**src/rtl/secded_pkg.sv**
```systemverilog
// Shared SECDED types and position-mapping helpers for the decoder and the future encoder/scrubber.
package secded_pkg;

  typedef enum logic [1:0] {
    ST_OK  = 2'b00,
    ST_SGL = 2'b01,
    ST_DBL = 2'b10
  } status_t;

  // Widest codeword the helpers handle (K=57 -> R=6 -> N=64).
  localparam int MAX_N = 64;

  function automatic int calc_r(input int k);
    int r;
    r = 7;
    for (int i = 7; i >= 1; i--)
      if ((1 << i) >= k + i + 1) r = i;
    return r;
  endfunction

  function automatic logic is_pow2(input int pos);
    return (pos != 0) && ((pos & (pos - 1)) == 0);
  endfunction

  // Gathers the non-parity positions 1..n-1 into a dense LSB-first data word.
  function automatic logic [MAX_N-1:0] extract_data(input logic [MAX_N-1:0] code, input int n);
    logic [MAX_N-1:0] d;
    logic [5:0]       j;
    d = '0;
    j = '0;
    for (int pos = 1; pos < MAX_N; pos++) begin
      if (pos < n && !is_pow2(pos)) begin
        d[j] = code[pos];
        j    = j + 6'd1;
      end
    end
    return d;
  endfunction

endpackage

```
**src/rtl/secded_stream_decoder_if.sv**
```systemverilog
// Codeword-in / data-out streaming handshake bundle for the SECDED decoder.
interface secded_stream_decoder_if
  import secded_pkg::*;
#(
  parameter int K = 11
);
  localparam int R = calc_r(K);
  localparam int N = K + R + 1;

  logic         in_valid;
  logic         in_ready;
  logic [N-1:0] in_code;
  logic         out_valid;
  logic         out_ready;
  logic [K-1:0] out_data;
  status_t      out_status;

  modport master (
    output in_valid, in_code, out_ready,
    input  in_ready, out_valid, out_data, out_status
  );

  modport slave (
    input  in_valid, in_code, out_ready,
    output in_ready, out_valid, out_data, out_status
  );
endinterface

```
**src/rtl/secded_syndrome.sv**
```systemverilog
// Hamming syndrome (XOR of set-bit indices 1..N-1) and overall parity of a codeword.
module secded_syndrome #(
  parameter int N = 16,
  parameter int R = 4
) (
  input  logic [N-1:0] code,
  output logic [R-1:0] s,
  output logic         q
);
  always_comb begin
    s = '0;
    for (int i = 1; i < N; i++)
      if (code[i]) s = s ^ i[R-1:0];
    q = ^code;
  end
endmodule

```
**src/rtl/secded_stream_decoder.sv**
```systemverilog
// Two-stage streaming SECDED decoder with valid/ready on both sides and saturating stats.
module secded_stream_decoder
  import secded_pkg::*;
#(
  parameter int K     = 11,
  parameter int CNT_W = 16
) (
  input  logic                  clk,
  input  logic                  reset_n,
  secded_stream_decoder_if.slave io,
  input  logic                  cnt_clear,
  output logic [CNT_W-1:0]      cnt_words,
  output logic [CNT_W-1:0]      cnt_sgl,
  output logic [CNT_W-1:0]      cnt_dbl
);
  localparam int R      = calc_r(K);
  localparam int N      = K + R + 1;
  localparam int STAGES = 2;

  typedef struct packed {
    logic [N-1:0] code;
    logic [R-1:0] syn;
    logic         q;
  } s1_t;

  typedef struct packed {
    logic [K-1:0] data;
    status_t      st;
  } s2_t;

  logic [STAGES:1]  vld_pipe;
  s1_t              s1_q;
  s2_t              s2_q;
  logic             s1_ready, s2_ready, out_hs;
  logic [R-1:0]     syn;
  logic             par;
  logic [N-1:0]     fixed;
  logic [MAX_N-1:0] ext;
  logic [K-1:0]     dec_data;
  status_t          dec_st;
  logic             unused_ext_hi;

  secded_syndrome #(.N(N), .R(R)) u_syn (
    .code (io.in_code),
    .s    (syn),
    .q    (par)
  );

  // A stage loads when empty or when its contents move on this cycle.
  assign s2_ready    = !vld_pipe[2] || io.out_ready;
  assign s1_ready    = !vld_pipe[1] || s2_ready;
  assign out_hs      = vld_pipe[2] && io.out_ready;
  assign io.in_ready = s1_ready;

  always_comb begin
    fixed  = s1_q.code;
    dec_st = ST_OK;
    if (s1_q.syn == '0) begin
      dec_st = s1_q.q ? ST_SGL : ST_OK;
    end else if (!s1_q.q || int'(s1_q.syn) > N - 1) begin
      dec_st = ST_DBL;
    end else begin
      fixed[s1_q.syn] = ~fixed[s1_q.syn];
      dec_st          = ST_SGL;
    end
    ext      = extract_data(MAX_N'(fixed), N);
    dec_data = ext[K-1:0];
  end

  assign unused_ext_hi = ^ext[MAX_N-1:K];

  always_ff @(posedge clk or negedge reset_n) begin
    if (!reset_n) begin
      vld_pipe <= '0;
      s1_q     <= '0;
      s2_q     <= '{data: '0, st: ST_OK};
    end else begin
      if (s1_ready) begin
        vld_pipe[1] <= io.in_valid;
        // Payload only moves with a valid word so X on an idle bus never reaches the outputs.
        if (io.in_valid) s1_q <= '{code: io.in_code, syn: syn, q: par};
      end
      if (s2_ready) begin
        vld_pipe[2] <= vld_pipe[1];
        if (vld_pipe[1]) s2_q <= '{data: dec_data, st: dec_st};
      end
    end
  end

  assign io.out_valid  = vld_pipe[2];
  assign io.out_data   = s2_q.data;
  assign io.out_status = s2_q.st;

  function automatic logic [CNT_W-1:0] sat_inc(input logic [CNT_W-1:0] v);
    return (&v) ? v : v + 1'b1;
  endfunction

  // Clear wins over a same-cycle handshake: that word is deliberately not counted.
  always_ff @(posedge clk or negedge reset_n) begin
    if (!reset_n) begin
      cnt_words <= '0;
      cnt_sgl   <= '0;
      cnt_dbl   <= '0;
    end else if (cnt_clear) begin
      cnt_words <= '0;
      cnt_sgl   <= '0;
      cnt_dbl   <= '0;
    end else if (out_hs) begin
      cnt_words <= sat_inc(cnt_words);
      if (s2_q.st == ST_SGL) cnt_sgl <= sat_inc(cnt_sgl);
      if (s2_q.st == ST_DBL) cnt_dbl <= sat_inc(cnt_dbl);
    end
  end

endmodule

```
**src/flat_wrapper.sv**
```systemverilog
// flat-port wrapper written by rule: the top's interface ports become plain ports
module secded_stream_decoder_flat import secded_pkg::*;
#(
  parameter int K     = 11,
  parameter int CNT_W = 16
)
  (clk, reset_n, cnt_clear, cnt_words, cnt_sgl, cnt_dbl, io_in_valid, io_in_code, io_out_ready, io_in_ready, io_out_valid, io_out_data, io_out_status);
  secded_stream_decoder_if #(.K(K)) io_i ();
  input  logic clk;
  input  logic reset_n;
  input  logic cnt_clear;
  output logic [CNT_W-1:0] cnt_words;
  output logic [CNT_W-1:0] cnt_sgl;
  output logic [CNT_W-1:0] cnt_dbl;
  input wire logic [$bits(io_i.in_valid)-1:0] io_in_valid;
  input wire logic [$bits(io_i.in_code)-1:0] io_in_code;
  input wire logic [$bits(io_i.out_ready)-1:0] io_out_ready;
  output wire logic [$bits(io_i.in_ready)-1:0] io_in_ready;
  output wire logic [$bits(io_i.out_valid)-1:0] io_out_valid;
  output wire logic [$bits(io_i.out_data)-1:0] io_out_data;
  output wire logic [$bits(io_i.out_status)-1:0] io_out_status;
  assign io_i.in_valid = io_in_valid;
  assign io_i.in_code = io_in_code;
  assign io_i.out_ready = io_out_ready;
  assign io_in_ready = io_i.in_ready;
  assign io_out_valid = io_i.out_valid;
  assign io_out_data = io_i.out_data;
  assign io_out_status = io_i.out_status;
  secded_stream_decoder #(.K(K), .CNT_W(CNT_W)) u_core (.clk(clk), .reset_n(reset_n), .io(io_i), .cnt_clear(cnt_clear), .cnt_words(cnt_words), .cnt_sgl(cnt_sgl), .cnt_dbl(cnt_dbl));
endmodule
```
**config.mk**
```make
export PLATFORM = sky130hd
export DESIGN_NAME = secded_stream_decoder_flat
export DESIGN_NICKNAME = d
export VERILOG_FILES = /design/src/rtl/secded_pkg.sv /design/src/rtl/secded_stream_decoder_if.sv /design/src/rtl/secded_syndrome.sv /design/src/rtl/secded_stream_decoder.sv /design/src/flat_wrapper.sv
export SDC_FILE = /design/constraint.sdc
export NUM_CORES = 1
export LEC_CHECK = 0
export ABC_AREA = 1
export CAP_MARGIN = 40
export CELL_PAD_IN_SITES_DETAIL_PLACEMENT = 0
export CELL_PAD_IN_SITES_GLOBAL_PLACEMENT = 1
export CORE_ASPECT_RATIO = 1.2
export CORE_MARGIN = 3
export CORE_UTILIZATION = 39
export DETAILED_ROUTE_END_ITERATION = 12
export PLACE_DENSITY = 0.89
export SYNTH_ARGS = -nofsm -noshare
export SYNTH_HDL_FRONTEND = slang
export SYNTH_SLANG_ARGS = --single-unit
export TNS_END_PERCENT = 5
```
**constraint.sdc**
```tcl
create_clock -name clk -period 2.4 [get_ports clk]
set_clock_uncertainty 0.2 [all_clocks]
set_input_delay 0.48 -clock clk [delete_from_list [all_inputs] [get_ports clk]]
set_output_delay 0.48 -clock clk [all_outputs]
set_load 0.1 [all_outputs]
```
==> metrics, run 1 <==
status=finished, final reports clean; vias in the first global route=4912; I/O pins=84; placed wire-length estimate=10.7 mm; Max IR drop VDD=0.000401 V; synthesis warning total=0; layout cells sized above 1=17.1%; Tot Pwr=5.24 mW; fmax=0.497 GHz; Detailed Route WL=13.9 mm; main flop type after synthesis=dfrtp_1; CP delay by family, top=simple AND/OR/NAND/NOR gates; CP Class=register to register; Post-Syn Area=0.00555 mm2; CTS tree=done; Post-synth EDFFs=0; Core ar.=0.0139 mm2; largest net degree at the start of global routing=40; Initial Utilization=40.0%; post-layout net count=930; Row Count=47; critical path cell sequence=ha_1, nand2_1, inv_1, nand2_2, nor2_4, nand3_1, nand2_1, nand2_2, nand2_1, o21ai_2; WL/cell=12.8 um; initial antenna violation count=1; postcts setup bufs=0; critical path required time=2.42 ns; clock sinks=84; Crit path buffers/inverters=1; Worst Path Max Fanout=12; First-pass DRT Iterations=5; CTS Buf Count=9; Root Driver=clkbuf_16; average size of a mapped cell=6.78 um2; reg2reg setup slack=0.39 ns; Vias/cell=4.84; Crit. End Element=register; Total Routing Usage GR=18.3%; Hold Crit Class=register to register; Post-route DRC=0; leakage power=3.36 nW; max-slew violation count=0; H-tree levels=3; DRC violation total after the first TritonRoute iteration=351; Mapped Cells=818; Finish-stage setup viols=0; Seq/Total Area, Yosys=37.9%; Synth top area share=37.9%; Worst path slowest cell=dfrtp_1; area leader, netlist=dfrtp_1; crit-path most repeated cell=nand2_1; Clock Path Buffers=2; flops & latches, synth=84; Worst-Margin Slew=0.447 ns; Die Wd=115 um; P&R area growth vs syn=22.9%; # fillers=1438; Hold Vio Cnt, Final=0; critical path arrival=2.03 ns; FFs w/ async S/R, synth=100%; post-route ant nets=0; PwrDens=768 mW/mm2; Worst-Skew Late Latency=0.33 ns; die area=0.0157 mm2; number of diodes=0; Final period util=83.8%; Synth area leaders=dfrtp_1 38%, nand2_1 23%, nor2_1 5.7%; CP Launch Type=register; Worst-path clk slew=0.06 ns; Min Hold Slack=0.281 ns; Die Y=137 um; Finished Layout Cells=1082; Placer Congestion=0.856; IO Port Bufs=83; gr ovfl total=0; first-pass GRT wire length=23.4 mm; Distinct cells, synth=35; Max Cap Viol=0; relative slew slack=70.2%; RSZ-0062 raised after global routing=false; syn nets=842; routed via count=5240; min Tclk post-route=2.01 ns; Worst path max stage delay=0.48 ns; Cell Count Post-Placement=1065; setup tns final=0 ns
[layout make-up]
cell class              instances  area [um2]  area share (%)
repair buffers                 98         836            12.3
clock inverters                 6         111            1.63
inverters                      85         334            4.90
clock buffers                  10         239            3.51
multi-input cells             628        2980            43.7
well taps                     171         214            3.14
flip-flops and latches         84        2110            30.9
[report_power, final]
group / internal [mW] / leakage [nW] / total [mW] / switching, mW
clock network: 1.05 / 0.169 / 1.62 / 0.571
registers: 1.59 / 1.10 / 1.77 / 0.179
logic: 0.452 / 2.09 / 1.86 / 1.40
[state kept, by name, indices dropped and copies added (netlist names)]
name,count
u_core.cnt_dbl,16
u_core.cnt_sgl,16
u_core.cnt_words,16
u_core.io.out_data,11
u_core.io.out_status,2
u_core.s1_q,21
u_core.vld_pipe,2
[what timing repair did]
item,in CTS,in global routing
endpoints found under the hold margin,28,0
hold buffers,1,0
gates resized for setup,0,0
[per-stage QoR]
step | area, um2 | utilization, % | setup slack (ns)
floorplan | 5560 | - | -0.0510
global placement | 6450 | 46.5 | 0.296
detailed placement | 6450 | 46.5 | 0.272
CTS | 6820 | 49.1 | 0.344
global route | 6820 | 49.1 | 0.203
finish | 6820 | 49.1 | 0.388
[metal layers]
metal / global-route usage [%] / share of wire [%] / vias to the layer above
met4: 5.54 / 1.5 / 2
met1: 22.1 / 44 / 2366
met2: 32.8 / 51 / 100
li1: - / - / 2754
met5: 0 / 0.094 / -
met3: 3.27 / 3.9 / 18
[cells in the final DEF, fill, tap and decap left out, types with 2 or more instances in the layout]
master and n:
nand2_1 334, nor2_1 84, dfrtp_1 81, inv_1 80, buf_4 74, nand3_1 54
o21ai_0 23, nand4_1 19, o21ai_2 19, clkdlybuf4s50_1 19, o21ai_1 15, xor2_1 14
nor3_2 11, nand2_2 11, nor3_1 10, clkbuf_16 9, xnor2_1 7, o21bai_1 5
nand3b_1 4, buf_12 4, nand3_2 3, inv_2 3, ha_1 3, bufinv_16 3
dfrtp_2 3, nand2_4 2, a31o_2 2, or2_2 2
[cells in the mapped netlist, types with 2 or more instances]
cell	number
nor3_2	11
dfrtp_1	84
inv_2	3
ha_1	3
nand2_1	334
nand3_2	3
buf_12	2
nor3_1	10
buf_2	4
xor2_1	14
nand2_2	11
buf_4	2
o21bai_1	5
a31o_2	2
nand2_4	2
clkbuf_1	8
nand4_1	19
o21ai_0	23
o21ai_1	15
o21ai_2	19
or2_2	2
xnor2_1	7
nand3b_1	4
buf_1	2
buf_6	3
inv_1	80
nor2_1	84
nand3_1	55
[cells by family after synthesis]
logic type,count (synthesis),synth area share [%]
compound gates,65,7.51
xor+xnor,21,3.32
fa+ha+maj,3,0.677
buf+inv,106,8.66
flops,84,37.9
simple gates,539,41.9
[final timing paths]
kind / startpoint / to / cells past startpoint
min in group asynchronous: reset_n / u_core.cnt_sgl[12]$_DFFE_PN0P_ / 2
max in group asynchronous: reset_n / u_core.io.out_data[2]$_DFFE_PN0P_ / 3
hold reg to reg: u_core.io.out_data[10]$_DFFE_PN0P_ / u_core.io.out_data[10]$_DFFE_PN0P_ / 2
hold / removal: u_core.io.out_data[10]$_DFFE_PN0P_ / u_core.io.out_data[10]$_DFFE_PN0P_ / 2
setup reg to reg: u_core.cnt_dbl[0]$_DFFE_PN0P_ / u_core.cnt_dbl[9]$_DFFE_PN0P_ / 10
setup / recovery: u_core.cnt_dbl[0]$_DFFE_PN0P_ / u_core.cnt_dbl[9]$_DFFE_PN0P_ / 10
[worst min-delay path, stage by stage (launching register included)]
cell and delay, ns:
dfrtp_1 0.34, nand2_1 0.05, nand2_1 0.05
(Power assumes the default switching activity.)
==> run 2: changes to the inputs <==
==> constraint.sdc (replaced) <==
create_clock -name clk -period 2.01 [get_ports clk]
set_clock_uncertainty 0.2 [all_clocks]
set_input_delay 0.402 -clock clk [delete_from_list [all_inputs] [get_ports clk]]
set_output_delay 0.402 -clock clk [all_outputs]
set_load 0.1 [all_outputs]
==> metrics, run 2 (same netlist as run 1, synthesis figures left out) <==
Core ar.=0.0139 mm2 (unchanged); leakage power=3.58 nW (+6.4%); area of the multi-input gates=0.00298 mm2 (+0.29%); Crit. End Element=output pin; commonest non-fill, non-tap cell in the layout=nand2_1; Clock Path Buffers=2 (unchanged); post-route ant nets=0 (unchanged); Reg2Reg Launch Point=u_core.cnt_words[1]$_DFFE_PN0P_; Worst-Skew Late Latency=0.34 ns (about the same); Cell Count Post-Placement=1090 (+2.3%); hold path cells=2 (unchanged); critical path required time=1.41 ns (-1.01 ns); Max IR drop VDD=0.000427 V (+6.5%); number of diodes=0 (unchanged); CP delay by family, top=buffers and inverters; placed wire-length estimate=11.1 mm (+3.6%); Root Driver=clkbuf_16; Detailed Route WL=14.1 mm (+2.1%); Placer Congestion=0.830 (-3.1%); Total Routing Usage GR=19.3% (+0.98 points); Max Cap Viol=0 (unchanged); IO Port Bufs=83 (unchanged); status=finished, final reports clean; First-pass DRT Iterations=6 (+1); Row Count=47 (unchanged); setup tns final=0 ns (unchanged); Die Y=137 um (unchanged); relative slew slack=79.4% (+9.2 points); CTS tree=done; clock sinks=84 (unchanged); Hold Vio Cnt, Final=0 (unchanged); critical path arrival=1.30 ns (-0.73 ns); PwrDens=811 mW/mm2 (+5.5%); Crit path buffers/inverters=3 (+2); # fillers=1303 (-9.4%); initial antenna violation count=0 (-1); postcts setup bufs=0 (unchanged); CP Launch Type=primary input; Finished Layout Cells=1107 (+2.3%); Worst Path Max Fanout=3 (-9); layout cells sized above 1=23.7% (+6.6 points); RSZ-0062 raised after global routing=true; Reg with most FFs=u_core.s1_q; first-pass GRT wire length=24.7 mm (+5.4%); P&R area growth vs syn=40.0%; critical path cell sequence=clkdlybuf4s50_1, inv_1, nand3_4, buf_12; Final period util=94.7%; Die Wd=115 um (unchanged); max reg flops=21 (unchanged); gr ovfl total=0 (unchanged); reg2reg setup slack=0.13 ns (-0.26 ns); Worst path max stage delay=0.45 ns (-0.03 ns); post-layout net count=955 (+2.7%); Finish-stage setup viols=0 (unchanged); min Tclk post-route=1.90 ns; Post-route DRC=0 (unchanged); max-slew violation count=0 (unchanged); CTS Buf Count=9 (unchanged); H-tree levels=3 (unchanged); largest net degree at the start of global routing=45 (+13%); Critical R2R Capture=u_core.cnt_words[0]$_DFFE_PN0P_; reg2reg path depth=8 (-2); Worst-path clk slew=0.05 ns (about the same); worst min-delay path startpoint=u_core.s1_q[7]$_DFFE_PN0P_; Hold Crit Class=register to register; I/O pins=84 (unchanged); most frequent cells in the layout=333 x nand2_1, 84 x nor2_1, 80 x inv_1; Worst path slowest cell=clkdlybuf4s50_1; routed via count=5418 (+3.4%); vias in the first global route=5232 (+6.5%); Vias/cell=4.89 (+1.1%); CP Class=primary input to output pin; die area=0.0157 mm2 (unchanged); Worst-Margin Slew=0.307 ns (-0.140 ns); fmax=0.525 GHz; Seq. cell area=0.00218 mm2 (+3.4%); WL/cell=12.8 um (-0.20%); Setup crit start=io_out_ready; Initial Utilization=40.0% (unchanged); hold endpoint=u_core.s1_q[7]$_DFFE_PN0P_; DRC violation total after the first TritonRoute iteration=326 (-7.1%)
==> run 2: how the worst max path moves through the flow <==
stage	to	cells past startpoint
floorplan	u_core.cnt_words[7]$_DFFE_PN0P_	8
global placement	u_core.cnt_words[0]$_DFFE_PN0P_	9
detailed placement	u_core.cnt_words[6]$_DFFE_PN0P_	9
CTS	u_core.cnt_words[0]$_DFFE_PN0P_	8
global route	u_core.cnt_words[6]$_DFFE_PN0P_	8
finish	io_in_ready	4
==> run 2: cell type report <==
class | count | area share, %
tap | 171 | 2.76
clock buffer | 13 | 3.22
clock inverter | 3 | 0.193
sequential | 84 | 28.1
timing repair buffer | 123 | 23.0
multi-input combinational | 628 | 38.4
inverter | 85 | 4.30
==> run 2: metal layers <==
layer / GRT usage, % / wire length (um)
met5: 0 / 0
met4: 6.91 / 274
met1: 23.6 / 6040
met2: 34.9 / 7490
met3: 1.81 / 347
==> run 2: worst min-delay path, cell delays in order, from the launching register on <==
cell	delay, ns
dfrtp_1	0.34
nand2_1	0.05
o21ai_0	0.06
==> run 2: report_power, final <==
group | switching (mW) | internal (mW) | leakage (nW)
Clock | 0.645 | 0.866 | 0.133
Combinational | 1.69 | 0.900 | 2.42
Sequential | 0.277 | 1.91 | 1.03
==> run 2: through the flow <==
stage                     hold slack [ns]  utilization (%)  instance area (um2)  worst slack (ns)  total power, mW
after CTS                           0.289             55.9                 7750            0.0873             6.36
final                               0.285             55.9                 7760             0.107             6.29
after global placement              0.114             53.9                 7480           -0.0292             4.80
after global routing                0.312             55.9                 7760           -0.0292             6.63
after floorplan                   -0.0936                -                 5630           -0.0421             3.82
after detailed placement            0.117             53.9                 7480           -0.0737             4.83
==> run 2: repair_timing <==
action	CTS	global route
hold buffers	1	0
hold endpoints to repair	17	0
setup endpoints to repair	0	12
gates resized for setup	0	2
==> run 3: changes to the inputs <==
--- a/config.mk
+++ b/config.mk
@@ -11,9 +11,10 @@
 export CELL_PAD_IN_SITES_GLOBAL_PLACEMENT = 1
 export CORE_ASPECT_RATIO = 1.2
 export CORE_MARGIN = 3
-export CORE_UTILIZATION = 39
+export CORE_UTILIZATION = 42
 export DETAILED_ROUTE_END_ITERATION = 12
-export PLACE_DENSITY = 0.89
+export PLACE_DENSITY = 0.94
+export SKIP_LAST_GASP = 1
 export SYNTH_ARGS = -nofsm -noshare
 export SYNTH_HDL_FRONTEND = slang
 export SYNTH_SLANG_ARGS = --single-unit
==> constraint.sdc (replaced) <==
create_clock -name clk -period 2.3 [get_ports clk]
set_clock_uncertainty 0.2 [all_clocks]
set_input_delay 0.46 -clock clk [delete_from_list [all_inputs] [get_ports clk]]
set_output_delay 0.46 -clock clk [all_outputs]
set_load 0.1 [all_outputs]
==> metrics, run 3 (same netlist as run 1, synthesis figures left out) <==
Reg2Reg Launch Point=u_core.cnt_dbl[1]$_DFFE_PN0P_; routed via count=5262 (-2.9%); commonest non-fill, non-tap cell in the layout=nand2_1; busiest layer in global routing=met2; Critical R2R Capture=u_core.cnt_dbl[9]$_DFFE_PN0P_; gr ovfl total=0 (unchanged); WL/cell=12.7 um (-0.24%); Core ar.=0.0128 mm2 (-7.9%); reg2reg setup slack=0.29 ns (+0.16 ns); Finished Layout Cells=1078 (-2.6%); Post-route DRC=0 (unchanged); Max Cap Viol=0 (unchanged); Root Driver=clkbuf_16; Vias/cell=4.88 (-0.27%); Die Y=132 um (-3.5%); relative slew slack=72.9% (-6.5 points); max-slew violation count=0 (unchanged); PostCTS Resize Cnt=0 (unchanged); Cell Int Power=3.18 mW (-13%); IO Port Bufs=83 (unchanged); Worst-path clk slew=0.07 ns (+0.02 ns); Initial Utilization=43.4% (+3.4 points); number of diodes=0 (unchanged); First-pass DRT Iterations=5 (-1); Worst path slowest cell=dfrtp_1; leakage power=3.39 nW (-5.3%); CTS Buf Count=9 (unchanged); status=finished, final reports clean; worst min-delay path startpoint=u_core.io.out_data[1]$_DFFE_PN0P_; Worst-Margin Slew=0.406 ns (+0.0993 ns); Area after DPL=0.00657 mm2 (-12%); min Tclk post-route=2.01 ns; post-route ant nets=0 (unchanged); most frequent cells in the layout=334 x nand2_1, 84 x nor2_1, 80 x inv_1, 80 x dfrtp_1, 69 x buf_4; post-layout net count=933 (-2.3%); DRC violation total after the first TritonRoute iteration=313 (-4.0%); hold endpoint=u_core.io.out_data[1]$_DFFE_PN0P_; postcts setup bufs=0 (unchanged); Reg with most FFs=u_core.s1_q; max reg flops=21 (unchanged); CP Class=register to register; reg2reg path depth=10 (+2); CP Launch Type=register; dpl ws=0.149 ns (+0.223 ns); RSZ-0062 raised after global routing=false; I/O pins=84 (unchanged); clock sinks=84 (unchanged); Row Count=45 (-4.3%); Crit. End Element=register; Die Wd=111 um (-3.4%); post-route cell area=0.00692 mm2 (-11%); Psw=2.25 mW (-14%); Seq pwr share=33.9% (-0.9 points); CTS tree=done; switching share of power=41.4% (-0.13 points); H-tree levels=3 (unchanged); Placer Congestion=0.833 (+0.39%); Clk network pwr share=29.7% (+5.7 points); Post-CTS Hold Buffers=1 (unchanged); vias in the first global route=4848 (-7.3%); Worst path max stage delay=0.44 ns (about the same); hold path cells=2 (unchanged); Worst-Skew Late Latency=0.34 ns (about the same); first-pass GRT wire length=23.0 mm (-6.7%); Max IR drop VDD=0.000661 V (+55%); P&R area growth vs syn=24.7%; Total Routing Usage GR=18.8% (-0.41 points); critical path required time=2.31 ns (+0.90 ns); layout cells sized above 1=17.5% (-6.2 points); largest net degree at the start of global routing=41 (-8.9%); Clock Path Buffers=2 (unchanged); fmax=0.496 GHz; PwrDens=786 mW/mm2 (-3.1%); grt met3 use=3.08% (+1.3 points); final worst slack=0.285 ns (+0.179 ns); crit-path most repeated cell=nand2_1; initial antenna violation count=0 (unchanged); Worst Path Max Fanout=12 (+9); Final period util=87.6%; die area=0.0146 mm2 (-6.8%); met2 Usage GRT=34.4% (-0.50 points); M1 GR Usage=22.7% (-0.92 points); Hold Crit Class=register to register; Finish-stage setup viols=0 (unchanged); placed wire-length estimate=10.5 mm (-5.0%); critical path cell sequence=ha_1, nand2_1, inv_1, nand2_2, nor2_4, nand3_1, nand2_1, nand2_2, nand2_1, o21ai_2; Cell Count Post-Placement=1061 (-2.7%); Hold Vio Cnt, Final=0 (unchanged); Tot Pwr=5.43 mW (-14%); Detailed Route WL=13.7 mm (-2.8%); critical path arrival=2.03 ns (+0.73 ns); Min Hold Slack=0.280 ns (-0.00522 ns); Logic pwr share=36.4% (-4.8 points)
[run 3: per-layer routing]
metal	wire length, um	share of wire, %
met1	5890	43
met2	7110	52
met3	482	3.5
met4	250	1.8
met5	0	0
[run 3: layout make-up]
cell class,instances,area [um2]
Multi-Input combinational cell,628,2980
Clock inverter,5,83.8
Tap cell,164,205
Inverter,85,334
Sequential cell,84,2110
Clock buffer,11,253
Timing Repair Buffer,101,958
Fill cell,1266,5860
[run 3: critical path, delay by kind of cell (launching register included)]
family                   cells  cell delay, ns
AND/OR/NAND/NOR              7            0.86
flip-flops                   1            0.44
adder cells (fa/ha/maj)      1            0.23
buffers and inverters        1            0.10
AO/OA/AOI/OAI                1            0.06
[run 3: per-stage QoR]
stage	util (%)	TNS, ns
global route	54.1	0
floorplan	-	-2.99
finish	54.1	0
global placement	51.4	0
CTS	54.1	0
detailed placement	51.4	0
[run 3: how the worst max path moves through the flow]
stage | start | to | cells after the start
after floorplan | u_core.cnt_words[1]$_DFFE_PN0P_ | u_core.cnt_words[7]$_DFFE_PN0P_ | 9
after global placement | io_out_ready | u_core.cnt_sgl[7]$_DFFE_PN0P_ | 8
after detailed placement | cnt_clear | u_core.cnt_words[11]$_DFFE_PN0P_ | 9
after CTS | u_core.cnt_dbl[1]$_DFFE_PN0P_ | u_core.cnt_dbl[9]$_DFFE_PN0P_ | 10
after global routing | u_core.cnt_dbl[1]$_DFFE_PN0P_ | u_core.cnt_dbl[9]$_DFFE_PN0P_ | 10
final | u_core.cnt_dbl[1]$_DFFE_PN0P_ | u_core.cnt_dbl[9]$_DFFE_PN0P_ | 10
[run 3: power by group through the flow]
| stage | registers (mW) | clock network, mW | logic [mW] |
|---|---|---|---|
| detailed placement | 1.87 | 0 | 1.99 |
| floorplan | 2.64 | 0 | 0.684 |
| finish | 1.84 | 1.61 | 1.98 |
| CTS | 1.85 | 1.64 | 1.99 |
| global placement | 1.87 | 0 | 1.98 |
| global route | 1.87 | 1.70 | 2.12 |
